`src/rtl/mem_bus_arbiter.sv`:
```
// Two-master arbiter for a shared 16-bit address / 8-bit data memory bus.
// Round-robin by default; optional m1 priority bounded by a starvation limit.
module mem_bus_arbiter #(
    parameter int unsigned WAIT_STATES = 1,
    parameter int unsigned MAX_BURST   = 8
) (
    input  logic        clk,
    input  logic        reset,

    input  logic        m0_req,
    input  logic        m0_we,
    input  logic [15:0] m0_addr,
    input  logic [7:0]  m0_wdata,
    output logic [7:0]  m0_rdata,
    output logic        m0_ack,

    input  logic        m1_req,
    input  logic        m1_we,
    input  logic [15:0] m1_addr,
    input  logic [7:0]  m1_wdata,
    output logic [7:0]  m1_rdata,
    output logic        m1_ack,

    input  logic        prio_m1,

    output logic [15:0] mem_addr,
    output logic [7:0]  mem_wdata,
    input  logic [7:0]  mem_rdata,
    output logic        mem_r,
    output logic        mem_w,
    output logic        owner,
    output logic        busy,
    output logic [1:0]  state_dbg
);

    // Handshake: a master raises req with we/addr/wdata and holds them stable
    // until ack; ack is a one-cycle pulse, and req is only sampled in IDLE.
    typedef enum logic [1:0] {
        IDLE   = 2'd0,
        ACCESS = 2'd1,
        DONE   = 2'd2
    } state_t;

    localparam logic [3:0] WAIT_INIT = 4'(WAIT_STATES);
    localparam logic [7:0] BURST_MAX = 8'(MAX_BURST);

    state_t      state;
    logic [3:0]  wait_cnt;
    logic [7:0]  burst_cnt;

    logic        any_req;
    logic        sel;
    logic        sel_we;
    logic [15:0] sel_addr;
    logic [7:0]  sel_wdata;
    logic [7:0]  burst_next;

    assign any_req   = m0_req | m1_req;
    assign sel_we    = sel ? m1_we    : m0_we;
    assign sel_addr  = sel ? m1_addr  : m0_addr;
    assign sel_wdata = sel ? m1_wdata : m0_wdata;
    assign state_dbg = state;

    always_comb begin
        sel = m1_req;
        if (m0_req && m1_req) begin
            if (prio_m1) begin
                sel = (burst_cnt != BURST_MAX);
            end else begin
                sel = ~owner;
            end
        end
    end

    // Counts m1 grants that overtook a waiting m0; saturates at the limit.
    always_comb begin
        burst_next = 8'd0;
        if (sel && m0_req) begin
            burst_next = (burst_cnt == BURST_MAX) ? burst_cnt : burst_cnt + 8'd1;
        end
    end

    always_ff @(posedge clk or posedge reset) begin
        if (reset) begin
            state     <= IDLE;
            mem_addr  <= 16'd0;
            mem_wdata <= 8'd0;
            mem_r     <= 1'b0;
            mem_w     <= 1'b0;
            m0_rdata  <= 8'd0;
            m1_rdata  <= 8'd0;
            m0_ack    <= 1'b0;
            m1_ack    <= 1'b0;
            owner     <= 1'b1;
            busy      <= 1'b0;
            wait_cnt  <= 4'd0;
            burst_cnt <= 8'd0;
        end else begin
            m0_ack <= 1'b0;
            m1_ack <= 1'b0;
            case (state)
                IDLE: begin
                    if (any_req) begin
                        mem_addr  <= sel_addr;
                        mem_wdata <= sel_wdata;
                        mem_r     <= ~sel_we;
                        mem_w     <= sel_we;
                        owner     <= sel;
                        busy      <= 1'b1;
                        wait_cnt  <= WAIT_INIT;
                        burst_cnt <= burst_next;
                        state     <= ACCESS;
                    end
                end
                ACCESS: begin
                    if (wait_cnt != 4'd0) begin
                        wait_cnt <= wait_cnt - 4'd1;
                    end else begin
                        // mem_rdata is valid on the last strobe cycle only.
                        if (mem_r) begin
                            if (owner) begin
                                m1_rdata <= mem_rdata;
                            end else begin
                                m0_rdata <= mem_rdata;
                            end
                        end
                        mem_r <= 1'b0;
                        mem_w <= 1'b0;
                        if (owner) begin
                            m1_ack <= 1'b1;
                        end else begin
                            m0_ack <= 1'b1;
                        end
                        state <= DONE;
                    end
                end
                DONE: begin
                    busy  <= 1'b0;
                    state <= IDLE;
                end
                default: begin
                    busy  <= 1'b0;
                    state <= IDLE;
                end
            endcase
        end
    end

    a_strobe_excl: assert property (@(posedge clk) disable iff (reset) !(mem_r && mem_w));
    a_ack_excl:    assert property (@(posedge clk) disable iff (reset) !(m0_ack && m1_ack));
    a_ack_done:    assert property (@(posedge clk) disable iff (reset)
                                    (m0_ack || m1_ack) |-> (state == DONE));

endmodule

```
`config.mk`:
```
export PLATFORM = sky130hd
export DESIGN_NAME = mem_bus_arbiter
export DESIGN_NICKNAME = d
export VERILOG_FILES = /design/src/rtl/mem_bus_arbiter.sv
export SDC_FILE = /design/constraint.sdc
export NUM_CORES = 1
export LEC_CHECK = 0
export ABC_AREA = 1
export CAP_MARGIN = 5
export CORE_AREA = 3 3 104 106
export CTS_CLUSTER_SIZE = 10
export DETAILED_ROUTE_END_ITERATION = 16
export DIE_AREA = 0 0 107 109
export GPL_TIMING_DRIVEN = 0
export PLACE_DENSITY = 0.68
export SLEW_MARGIN = 20
export SYNTH_ARGS = -nofsm -noshare
export SYNTH_HDL_FRONTEND = slang
export SYNTH_SLANG_ARGS = --single-unit
```
`constraint.sdc`:
```
create_clock -name clk -period 2.9 [get_ports clk]
set_input_delay 0.725 -clock clk [delete_from_list [all_inputs] [get_ports clk]]
set_output_delay 0.725 -clock clk [all_outputs]
set_load 0.01 [all_outputs]
```
==> results.sh, run 1 <==
export IMPL_status="finished, final reports clean"
export IMPL_grt_use_met1=0.1685
export IMPL_start_util=0.3035
export IMPL_vdd_ir_drop_max_mv=0.4178
export IMPL_area_delta_synth_final_pct=48.98
export IMPL_numCtsBuffers=9
export IMPL_final_area_um2=4461
export IMPL_synth_area_um2=2994
export IMPL_period_share=0.7731
export IMPL_yosys_area_top_type_share=0.4931
export IMPL_wirelength_um=7797
export IMPL_grt_util_all_layers=0.1431
export IMPL_cp_startpoint="owner"
export IMPL_power_density_nw_per_um2=863.7
export IMPL_place_area_um2=4284
export IMPL_antenna_found_initial=0
export IMPL_die_h_um=109
export IMPL_setup_violations=0
export IMPL_pre_cts_ws_ns=0.3864
export IMPL_use_met2=0.2460
export IMPL_overflow=0
export IMPL_via_count=2709
export IMPL_tightest_slew_ns=0.5402
export IMPL_first_pass_iters=4
export IMPL_cts_root_buffer="clkbuf_8"
export IMPL_via_per_inst=4.376
export IMPL_grt_pass1_wl_um=13100
export IMPL_post_cts_buffers=0
export IMPL_ys_types=27
export IMPL_skew_ns=0.009920
export IMPL_cp_end_kind="output port"
export IMPL_dieArea_um2=11660
export IMPL_crit_buf_inv=1
export IMPL_cpMaxStageDelayCell="dfstp_2"
export IMPL_leakage_nw=2.150
export IMPL_synthCells=359
export IMPL_num_rows=36
export IMPL_cp_start_kind="register"
export IMPL_min_path_type="register to register"
export IMPL_first_iter_violations=86
export IMPL_post_cts_resized=0
export IMPL_numClockSinks=60
export IMPL_die_w_um=107
export IMPL_port_buffers=110
export IMPL_gp_congestion=0.8061
export IMPL_core_um2=9864
export IMPL_worstPathCellList="clkdlybuf4s50_1"
export IMPL_period_needed_ns=2.242
export IMPL_worstSkewPairLatency_ns=0.34
export IMPL_drv_slew=0
export IMPL_ant_nets=0
export IMPL_grt_pass1_vias=2707
export IMPL_fillers=961
export IMPL_path_depth=1
export IMPL_synth_area_leaders="dfrtp_1 49%, nand2_1 13%, inv_1 5.8%"
export IMPL_fin_tns_setup_ns=0
export IMPL_final_hold_violation_count=0
export IMPL_maxCapViolCount=0
export IMPL_fin_util=0.4522
export IMPL_nets=548
export IMPL_cpPeakStageDelay_ns=0.62
export IMPL_dp_cells=603
export IMPL_synth_async_reset_ratio=1.000
export IMPL_drc=0
export IMPL_grt_max_degree=40
export IMPL_final_instance_count_excl_fill=619
export IMPL_synth_seq_cells=60
export IMPL_avgSynthCellArea_um2=8.340
export IMPL_htreeDepth=3
export IMPL_required_ns=2.17
export IMPL_antenna_cells=0
export IMPL_gr_usage_met3=0.05802
export IMPL_setup_slack_ns=0.6580
export IMPL_ios=111
export IMPL_reg2reg_slack_ns=1.12
export IMPL_arrival_ns=1.52
export IMPL_fmax_ghz=0.4460
export IMPL_relSlewSlack=0.6399
export IMPL_top_usage_layer="met2"
export IMPL_drive_gt1_frac=0.1091
export IMPL_path_clk_slew_ns=0.07
export IMPL_yosysWarnings=0
export IMPL_wire_per_inst_um=12.60
export IMPL_cts_hold_buf=0
export IMPL_dp_hpwl_um=6017
export IMPL_synth_main_ff_cell="dfrtp_1"
export IMPL_ys_seq_area_frac=0.5019
export IMPL_crit_family="flip-flops"
export IMPL_r2r_start="wait_cnt[0]"
export IMPL_path_max_fanout=6
export IMPL_crit_end="owner"
export IMPL_syn_num_nets=426
export IMPL_rr_worst_depth=5
export IMPL_yosys_area_top_type="dfrtp_1"
export IMPL_cts_tree="yes"
export IMPL_r2r_end="m0_rdata[6]"
export IMPL_rsz0062_at_grt="no"
export IMPL_path_class="register to output port"
export IMPL_synth_edf_count=0
export IMPL_cts_buffer_depth=2
-- flip-flops by register name, summed over array words and instances (netlist names) --
signal / count
m1_rdata: 8
mem_w: 1
busy: 1
burst_cnt: 8
wait_cnt: 4
mem_r: 1
m1_ack: 1
owner: 1
mem_wdata: 8
state_dbg: 2
m0_ack: 1
mem_addr: 16
m0_rdata: 8
-- stage by stage --
step	hold slack (ns)	power (mW)
2_1_floorplan	0.4859	2.273
3_3_place_gp	0.4718	3.171
3_5_place_dp	0.4782	3.232
4_1_cts	0.4963	3.923
5_1_grt	0.5190	4.182
6_report	0.4874	3.853
-- cell usage in the layout, fill, tap and decap left out, types with 6 or more instances in the layout --
master,count
nand2_1,106
buf_6,6
nand3_1,13
inv_1,45
o21ai_0,6
dfrtp_1,59
nand4_1,9
o21ai_1,25
mux2_2,15
clkbuf_8,9
nor2_1,40
clkdlybuf4s50_1,110
-- how the worst min path moves through the flow --
stage                 startpoint      endpoint  slack, ns  depth (start not counted)
floorplan           burst_cnt[7]  burst_cnt[7]       0.49                          2
global placement    mem_wdata[5]  mem_wdata[5]       0.47                          2
detailed placement  mem_addr[13]  mem_addr[13]       0.48                          2
CTS                  mem_addr[7]   mem_addr[7]       0.50                          2
global route         mem_addr[7]   mem_addr[7]       0.52                          2
finish               mem_addr[7]   mem_addr[7]       0.49                          2
-- report_power, final --
| part | internal (mW) | switching, mW | total, mW |
|---|---|---|---|
| sequential | 1.18 | 0.196 | 1.38 |
| clock | 0.313 | 0.359 | 0.672 |
| combinational | 0.917 | 0.888 | 1.80 |
-- cell families after synthesis --
family,synth area share
AOI/OAI and AO/OA,0.06060
adders and majority gates,0.01672
muxes,0.06017
and+or+nand+nor,0.2557
buffers and inverters,0.09319
xor gates and xnor gates,0.01170
DFF,0.5019
-- synth_stat cells, types with 2 or more instances --
cell type / n
a21oi_1: 2
buf_2: 4
buf_6: 6
clkbuf_1: 3
dfrtp_1: 59
ha_1: 4
inv_1: 46
inv_2: 2
mux2_2: 15
nand2_1: 106
nand3_1: 13
nand4_1: 9
nor2_1: 40
nor3_1: 4
nor3_4: 2
o21ai_0: 6
o21ai_1: 25
xor2_1: 4
-- metal layers --
layer  up-vias  part of all wire
met1      1249              0.43
met5         -                 0
met2        85              0.49
met4         0            0.0040
li1       1373                 -
met3         2             0.074
-- final cells by class --
type	instances	area (um^2)	share of cell area
Sequential cell	60	1503	0.3369
Buffer	13	98.84	0.02216
Clock inverter	7	52.55	0.01178
Multi-Input combinational cell	238	1212	0.2718
Inverter	48	182.7	0.04095
Tap cell	133	166.4	0.03731
Clock buffer	9	123.9	0.02777
Timing Repair Buffer	111	1121	0.2513
Power figures use the tool's default switching activity.
==> run 2: changes to the inputs <==
==> constraint.sdc (replaced) <==
create_clock -name clk -period 2.1 [get_ports clk]
set_input_delay 0.525 -clock clk [delete_from_list [all_inputs] [get_ports clk]]
set_output_delay 0.525 -clock clk [all_outputs]
set_load 0.01 [all_outputs]
==> results of run 2 <==
Same layout as run 1 (identical final DEF). Status: finished, final reports clean.
Among the figures that moved: setup slack after placement 0.3864 ns -> -0.2136 ns; setup slack after layout 0.6580 ns -> 0.05797 ns; register-to-register setup slack 1.12 ns -> 0.32 ns; total power 3.853 mW -> 5.320 mW; worst IR drop on VDD 0.4178 mV -> 0.5770 mV
